File: config.mk
export PLATFORM = sky130hd
export DESIGN_NAME = uart_rx_hex_monitor_flat
export DESIGN_NICKNAME = d
export VERILOG_FILES = /design/src/rtl/uart_rx_hex_monitor_if.sv /design/src/rtl/uart_rx_hex_monitor.sv /design/src/flat_wrapper.sv
export SDC_FILE = /design/constraint.sdc
export NUM_CORES = 1
export LEC_CHECK = 0
export CORE_ASPECT_RATIO = 1.75
export CORE_MARGIN = 2
export CORE_UTILIZATION = 51
export CTS_BUF_LIST = sky130_fd_sc_hd__clkbuf_4 sky130_fd_sc_hd__clkbuf_8
export DETAILED_ROUTE_END_ITERATION = 16
export PLACE_DENSITY = 0.73
export SYNTH_ARGS = -nofsm -noshare
export SYNTH_HDL_FRONTEND = slang
export SYNTH_SLANG_ARGS = --single-unit
File: constraint.sdc
create_clock -name clk -period 4.85 [get_ports clk]
set_clock_uncertainty 0.15 [all_clocks]
set_input_delay 0.485 -clock clk [delete_from_list [all_inputs] [get_ports clk]]
set_output_delay 0.485 -clock clk [all_outputs]
set_load 0.02 [all_outputs]
File: src/rtl/uart_rx_hex_monitor_if.sv
// Signal bundle for the passive UART monitor. The tapped serial line goes in.
// The byte strobe bus and the six 7-segment digit drives come out.
interface uart_rx_hex_monitor_if;
  logic       rxd;
  logic [7:0] byte_data;
  logic       byte_valid;
  logic       frame_err;
  logic [7:0] hex0;
  logic [7:0] hex1;
  logic [7:0] hex2;
  logic [7:0] hex3;
  logic [7:0] hex4;
  logic [7:0] hex5;

  // The monitor itself is the slave: it samples rxd and drives everything else.
  modport slave (
    input  rxd,
    output byte_data, byte_valid, frame_err,
    output hex0, hex1, hex2, hex3, hex4, hex5
  );

  modport master (
    output rxd,
    input  byte_data, byte_valid, frame_err,
    input  hex0, hex1, hex2, hex3, hex4, hex5
  );
endinterface

File: src/rtl/uart_rx_hex_monitor.sv
// Passive 8N1 receiver tapping the CPU board TXD line. It shows the last three
// bytes as hex on six active-low 7-segment digits and strobes each byte out.
module uart_rx_hex_monitor #(
  parameter int SYSCLK_MHZ = 50,
  parameter int BAUD_RATE  = 115200
) (
  input  logic                  clk,
  input  logic                  rst,
  uart_rx_hex_monitor_if.slave  mon
);

  localparam int BIT_TICKS  = SYSCLK_MHZ * 1000000 / BAUD_RATE;
  localparam int HALF_TICKS = BIT_TICKS / 2;
  localparam logic [15:0] BIT_LOAD  = 16'(BIT_TICKS - 1);
  localparam logic [15:0] HALF_LOAD = 16'(HALF_TICKS - 1);
  localparam logic [7:0]  HEX_DASH  = 8'hBF;

  if (BIT_TICKS < 4 || BIT_TICKS > 65535) begin : g_bad_baud
    $error("uart_rx_hex_monitor: BIT_TICKS out of range 4..65535");
  end

  typedef enum logic [2:0] {
    ST_IDLE,
    ST_START,
    ST_DATA,
    ST_STOP,
    ST_BREAK
  } state_t;

  state_t      state_reg;
  logic [15:0] cnt_reg;
  logic [2:0]  idx_reg;
  logic [7:0]  shift_reg;
  logic [7:0]  byte_data_reg;
  logic        byte_valid_reg;
  logic        frame_err_reg;
  logic        rx_meta_reg;
  logic        rx_sync_reg;

  logic        tick;
  logic        stop_ok;
  logic        stop_bad;

  logic [7:0]  slot_data_reg   [3];
  logic        slot_valid_reg  [3];
  logic [7:0]  slot_data_next  [3];
  logic        slot_valid_next [3];
  logic        err_dp_reg;
  logic        err_dp_next;
  logic [7:0]  hex_reg  [6];
  logic [7:0]  hex_next [6];

  function automatic logic [7:0] seg_decode(input logic [3:0] nib);
    logic [7:0] seg;
    case (nib)
      4'h0: seg = 8'hC0;
      4'h1: seg = 8'hF9;
      4'h2: seg = 8'hA4;
      4'h3: seg = 8'hB0;
      4'h4: seg = 8'h99;
      4'h5: seg = 8'h92;
      4'h6: seg = 8'h82;
      4'h7: seg = 8'hF8;
      4'h8: seg = 8'h80;
      4'h9: seg = 8'h90;
      4'hA: seg = 8'h88;
      4'hB: seg = 8'h83;
      4'hC: seg = 8'hC6;
      4'hD: seg = 8'hA1;
      4'hE: seg = 8'h86;
      4'hF: seg = 8'h8E;
    endcase
    return seg;
  endfunction

  // The tapped line is fully asynchronous; it idles high, so reset to 1.
  always_ff @(posedge clk or posedge rst) begin
    if (rst) begin
      rx_meta_reg <= 1'b1;
      rx_sync_reg <= 1'b1;
    end else begin
      rx_meta_reg <= mon.rxd;
      rx_sync_reg <= rx_meta_reg;
    end
  end

  assign tick     = (cnt_reg == 16'd0);
  assign stop_ok  = (state_reg == ST_STOP) && tick &&  rx_sync_reg;
  assign stop_bad = (state_reg == ST_STOP) && tick && !rx_sync_reg;

  always_ff @(posedge clk or posedge rst) begin
    if (rst) begin
      state_reg      <= ST_IDLE;
      cnt_reg        <= '0;
      idx_reg        <= '0;
      shift_reg      <= '0;
      byte_data_reg  <= '0;
      byte_valid_reg <= 1'b0;
      frame_err_reg  <= 1'b0;
    end else begin
      byte_valid_reg <= 1'b0;
      frame_err_reg  <= 1'b0;
      case (state_reg)
        ST_IDLE: begin
          if (!rx_sync_reg) begin
            cnt_reg   <= HALF_LOAD;
            state_reg <= ST_START;
          end
        end
        ST_START: begin
          if (!tick) begin
            cnt_reg <= cnt_reg - 16'd1;
          end else if (rx_sync_reg) begin
            // Start bit did not survive to mid-bit: a glitch, not a frame.
            state_reg <= ST_IDLE;
          end else begin
            cnt_reg   <= BIT_LOAD;
            idx_reg   <= '0;
            state_reg <= ST_DATA;
          end
        end
        ST_DATA: begin
          if (!tick) begin
            cnt_reg <= cnt_reg - 16'd1;
          end else begin
            shift_reg <= {rx_sync_reg, shift_reg[7:1]};
            cnt_reg   <= BIT_LOAD;
            if (idx_reg == 3'd7) begin
              state_reg <= ST_STOP;
            end else begin
              idx_reg <= idx_reg + 3'd1;
            end
          end
        end
        ST_STOP: begin
          if (!tick) begin
            cnt_reg <= cnt_reg - 16'd1;
          end else if (rx_sync_reg) begin
            byte_data_reg  <= shift_reg;
            byte_valid_reg <= 1'b1;
            state_reg      <= ST_IDLE;
          end else begin
            frame_err_reg <= 1'b1;
            state_reg     <= ST_BREAK;
          end
        end
        ST_BREAK: begin
          if (rx_sync_reg) begin
            state_reg <= ST_IDLE;
          end
        end
        default: state_reg <= ST_IDLE;
      endcase
    end
  end

  // Display history is decoded from next-state values so the digits move on
  // the same edge that raises byte_valid.
  for (genvar gi = 0; gi < 3; gi++) begin : g_slot
    if (gi == 0) begin : g_head
      assign slot_data_next[gi]  = stop_ok ? shift_reg : slot_data_reg[gi];
      assign slot_valid_next[gi] = stop_ok ? 1'b1      : slot_valid_reg[gi];
    end else begin : g_tail
      assign slot_data_next[gi]  = stop_ok ? slot_data_reg[gi-1]  : slot_data_reg[gi];
      assign slot_valid_next[gi] = stop_ok ? slot_valid_reg[gi-1] : slot_valid_reg[gi];
    end
    assign hex_next[2*gi]   = slot_valid_next[gi] ? seg_decode(slot_data_next[gi][3:0]) : HEX_DASH;
    assign hex_next[2*gi+1] = slot_valid_next[gi] ? seg_decode(slot_data_next[gi][7:4]) : HEX_DASH;
  end

  assign err_dp_next = stop_bad ? 1'b1 : (stop_ok ? 1'b0 : err_dp_reg);

  always_ff @(posedge clk or posedge rst) begin
    if (rst) begin
      err_dp_reg <= 1'b0;
      for (int i = 0; i < 3; i++) begin
        slot_data_reg[i]  <= '0;
        slot_valid_reg[i] <= 1'b0;
      end
      for (int i = 0; i < 6; i++) begin
        hex_reg[i] <= HEX_DASH;
      end
    end else begin
      err_dp_reg <= err_dp_next;
      for (int i = 0; i < 3; i++) begin
        slot_data_reg[i]  <= slot_data_next[i];
        slot_valid_reg[i] <= slot_valid_next[i];
      end
      // HEX0's dp is the sticky framing-error lamp, overlaid on whatever digit shows.
      hex_reg[0] <= {hex_next[0][7] & ~err_dp_next, hex_next[0][6:0]};
      for (int i = 1; i < 6; i++) begin
        hex_reg[i] <= hex_next[i];
      end
    end
  end

  assign mon.byte_data  = byte_data_reg;
  assign mon.byte_valid = byte_valid_reg;
  assign mon.frame_err  = frame_err_reg;
  assign mon.hex0       = hex_reg[0];
  assign mon.hex1       = hex_reg[1];
  assign mon.hex2       = hex_reg[2];
  assign mon.hex3       = hex_reg[3];
  assign mon.hex4       = hex_reg[4];
  assign mon.hex5       = hex_reg[5];

endmodule
File: src/flat_wrapper.sv
// flat-port wrapper written by rule: the top's interface ports become plain ports
module uart_rx_hex_monitor_flat 
#(
  parameter int SYSCLK_MHZ = 50,
  parameter int BAUD_RATE  = 115200
)
  (clk, rst, mon_rxd, mon_byte_data, mon_byte_valid, mon_frame_err, mon_hex0, mon_hex1, mon_hex2, mon_hex3, mon_hex4, mon_hex5);
  uart_rx_hex_monitor_if mon_i ();
  input  logic clk;
  input  logic rst;
  input wire logic [$bits(mon_i.rxd)-1:0] mon_rxd;
  output wire logic [$bits(mon_i.byte_data)-1:0] mon_byte_data;
  output wire logic [$bits(mon_i.byte_valid)-1:0] mon_byte_valid;
  output wire logic [$bits(mon_i.frame_err)-1:0] mon_frame_err;
  output wire logic [$bits(mon_i.hex0)-1:0] mon_hex0;
  output wire logic [$bits(mon_i.hex1)-1:0] mon_hex1;
  output wire logic [$bits(mon_i.hex2)-1:0] mon_hex2;
  output wire logic [$bits(mon_i.hex3)-1:0] mon_hex3;
  output wire logic [$bits(mon_i.hex4)-1:0] mon_hex4;
  output wire logic [$bits(mon_i.hex5)-1:0] mon_hex5;
  assign mon_i.rxd = mon_rxd;
  assign mon_byte_data = mon_i.byte_data;
  assign mon_byte_valid = mon_i.byte_valid;
  assign mon_frame_err = mon_i.frame_err;
  assign mon_hex0 = mon_i.hex0;
  assign mon_hex1 = mon_i.hex1;
  assign mon_hex2 = mon_i.hex2;
  assign mon_hex3 = mon_i.hex3;
  assign mon_hex4 = mon_i.hex4;
  assign mon_hex5 = mon_i.hex5;
  uart_rx_hex_monitor #(.SYSCLK_MHZ(SYSCLK_MHZ), .BAUD_RATE(BAUD_RATE)) u_core (.clk(clk), .rst(rst), .mon(mon_i));
endmodule
==> summary.md <==
| Metric | Value |
|---|---|
| Outcome | `completed` |
| Final setup viols | `0` |
| Clock power frac | `0.485` |
| Ports | `61` |
| Critical Path Sink | `u_core.mon.hex0[0]$_DFF_PP1_` |
| Cell Area, Synth | `0.00673 sq mm` |
| Synth Instances | `746` |
| VDD IR max | `0.175 mV` |
| Final hold viol count | `0` |
| Internal cell power | `1.38 mW` |
| Maximum fanout along the worst path | `25` |
| DR vias/cell | `6.15` |
| Max-Cap Viols | `0` |
| Initial antenna violation count | `0` |
| Finished Layout Cells | `971` |
| Dpl cells | `939` |
| Post-synthesis register bit count | `113` |
| Adder-cell share of the synthesized area | `0.0595` |
| Die Y-Extent | `156 um` |
| FP Rows | `55` |
| Combinational family with the most area after synthesis | `simple AND/OR/NAND/NOR gates` |
| Starting density of the core | `0.520` |
| Vias in the first global route | `6109` |
| Setup TNS Final | `0 ns` |
| Critical Path End Type | `register` |
| Input/output buffers | `55` |
| Clock Latency Late Sink | `0.47 ns` |
| Max_slew headroom | `0.513` |
| Residual DRC | `0` |
| P_sw | `0.509 mW` |
| Setup crit start | `u_core.cnt_reg[0]$_DFFE_PP0P_` |
| Max clock buf depth | `2` |
| Main synth FF type | `dfrtp_1` |
| Sequential share of the synthesized area | `0.427` |
| Antenna cell count | `0` |
| Root buffer cell | `clkbuf_8` |
| GRT Overall Usage | `0.263` |
| Post-synthesis mux area share | `0.0559` |
| Final period util | `0.785` |
| Slew of the pin with the lowest slew margin | `0.723 ns` |
| Pwr Density | `243 mW/mm^2` |
| Reg2Reg Depth | `13` |
| Hold WC Path Type | `primary input to asynchronous set/reset pin` |
| Worst flop-to-flop path startpoint | `u_core.cnt_reg[0]$_DFFE_PP0P_` |
| H-tree levels | `4` |
| Die X | `90.9 um` |
| Hpwl dp | `13300 um` |
| Clock-pin slew on the worst setup and hold paths | `0.09 ns` |
| Vias | `5971` |
| EDFF count, synth | `0` |
| First-pass GRT wire length | `29700 um` |
| Drt pass-1 iters | `7` |
| Cell type with the largest total area after synthesis | `dfrtp_1` |
| Fin. max-slew vios | `0` |
| WP data arrival | `4.02 ns` |
| Number of DRC markers in iteration 0 | `448` |
| RSZ-0062 raised after global routing | `false` |
| Largest net degree at the start of global routing | `54` |
| DP Area | `0.00737 sq mm` |
| Routability congestion estimate | `0.900` |
| Total CTS buffers | `17` |
| Setup crit start kind | `register` |
| Clock Sinks | `113` |
| Synth Area per Inst | `9.03 sq um` |
| Xor/xnor share of the synthesized area | `0.0117` |
| Simple-Gate Fraction of Synth Area | `0.198` |
| Yosys cell types | `73` |
| Synth-to-Final Area Change | `15.4%` |
| Switch share | `0.270` |
| Leakage | `3.44 nW` |
| Seq pwr share | `0.501` |
| Synth top area share | `0.275` |
| Final core utilization | `0.600` |
| DRT antenna net count | `0` |
| # resized after CTS | `0` |
| Overflow after GRT | `0` |
| Final instance area | `0.00777 sq mm` |
| Compound-cell area share of the yosys netlist | `0.185` |
| CTS tree | `yes` |
| CP required | `5.06 ns` |
| Nets | `822` |
| Setup Buffers After CTS | `0` |
| DR WL/cell | `18.8 um` |
| Die ar. | `0.0142 sq mm` |
| Minimum clock period | `3.81 ns` |
| Top cells by area, synth | `dfrtp_1 28%, dfstp_2 15%, ha_1 5.9%` |
| Comb pwr share | `0.014` |
| Reg2reg end | `u_core.mon.hex0[0]$_DFF_PP1_` |
| Largest register FFs | `24` |
| Layout cell share with drive strength beyond 1 | `0.146` |
| YS warnings | `0` |
| Fraction of registers with async set/reset | `1.00` |
| Maximum clock frequency | `263 MHz` |
| Worst setup path category | `register to register` |
| Post-Route WL | `18300 um` |
| Cts hold-fix bufs | `0` |
| R2r setup slk | `1.04 ns` |
| Core footprint | `0.0129 sq mm` |
-- cell usage after synthesis, drive strengths merged, types with 3 or more instances --
cell	instances
a21oi	47
o221ai	4
a21o	4
mux2	12
ha	32
nor4	11
or3	5
xnor2	7
a221oi	9
a22oi	7
clkbuf	27
o21ai	47
nor3	27
mux2i	20
nand2b	13
and3	7
nand3b	7
nand3	26
nor2	71
or2	3
a211o	4
inv	50
dfrtp	74
a31oi	14
nand4	6
o211ai	8
a2bb2oi	5
a21boi	4
dfstp	39
buf	21
o22ai	4
nor3b	5
nand2	78
a211oi	14
-- layout by cell type, fill, tap and decap left out, drive strengths merged, types with 17 or more instances in the layout --
cell type / instances
clkdlybuf4s50: 55
nand2: 78
dfstp: 39
inv: 60
nor2: 71
dfrtp: 74
nor3: 27
mux2i: 20
ha: 32
clkbuf: 17
o21ai: 47
a21oi: 47
nand3: 26
-- logic make-up after synthesis --
logic type      Yosys count
flops                   113
simple gates            270
compound gates          191
mux                      32
xor+xnor                  9
fa+ha+maj                32
buf+inv                  98
other cells               1
-- layout make-up --
| type | instances | area [sq um] |
|---|---|---|
| clock buffer | 17 | 234 |
| clock inverter | 15 | 163 |
| fill | 1173 | 5170 |
| inverter | 50 | 190 |
| multi-input combinational | 539 | 3460 |
| sequential | 113 | 2880 |
| tap | 171 | 214 |
| timing repair buffer | 66 | 633 |
-- power groups by stage --
stage                     combinational, mW  clock (mW)  sequential, mW
after floorplan                      0.0226           0           0.962
after global placement               0.0271           0           0.963
after detailed placement             0.0278           0           0.963
after CTS                            0.0276       0.925           0.946
after global routing                 0.0312       0.964           0.946
final                                0.0260       0.915           0.946
-- routing by layer --
layer / routed length, um / vias to the layer above / share of wire / track usage
met5: 0 / - / 0 / 0
met4: 1020 / 0 / 0.056 / 0.188
met3: 869 / 91 / 0.048 / 0.0430
met2: 9880 / 285 / 0.54 / 0.484
met1: 6490 / 2855 / 0.36 / 0.267
li1: - / 2740 / - / -
-- through the flow --
stage	hold slack [ns]	power [mW]	worst slack (ns)
after floorplan	0.195	0.985	1.29
after global placement	0.196	0.990	1.24
after detailed placement	0.197	0.991	1.19
after CTS	0.0951	1.90	1.16
after global routing	0.112	1.94	0.853
final	0.0958	1.89	1.04
-- how the worst min path moves through the flow --
| stage | startpoint | slack (ns) | to | depth (start not counted) |
|---|---|---|---|---|
| 2_1_floorplan | u_core.rx_meta_reg$_DFF_PP1_ | 0.20 | u_core.rx_sync_reg$_DFF_PP1_ | 0 |
| 3_3_place_gp | u_core.rx_meta_reg$_DFF_PP1_ | 0.20 | u_core.rx_sync_reg$_DFF_PP1_ | 0 |
| 3_5_place_dp | u_core.rx_meta_reg$_DFF_PP1_ | 0.20 | u_core.rx_sync_reg$_DFF_PP1_ | 0 |
| 4_1_cts | rst | 0.1 | u_core.idx_reg[2]$_DFFE_PP0P_ | 2 |
| 5_1_grt | rst | 0.11 | u_core.idx_reg[2]$_DFFE_PP0P_ | 2 |
| 6_report | rst | 0.1 | u_core.idx_reg[2]$_DFFE_PP0P_ | 2 |
-- worst max-delay path, stage by stage (launching register included) --
cell and delay [ns]:
dfrtp_1 0.43, inv_1 0.10, ha_1 0.14, nor4b_2 0.31, nand4_1 0.13, buf_4 0.22
nor2_2 0.56, buf_4 0.43, nand2_1 0.16, a21boi_0 0.24, inv_1 0.20, ha_1 0.22
o221ai_1 0.13, o211ai_1 0.27
Note: power is estimated with default switching activity, not from simulation.
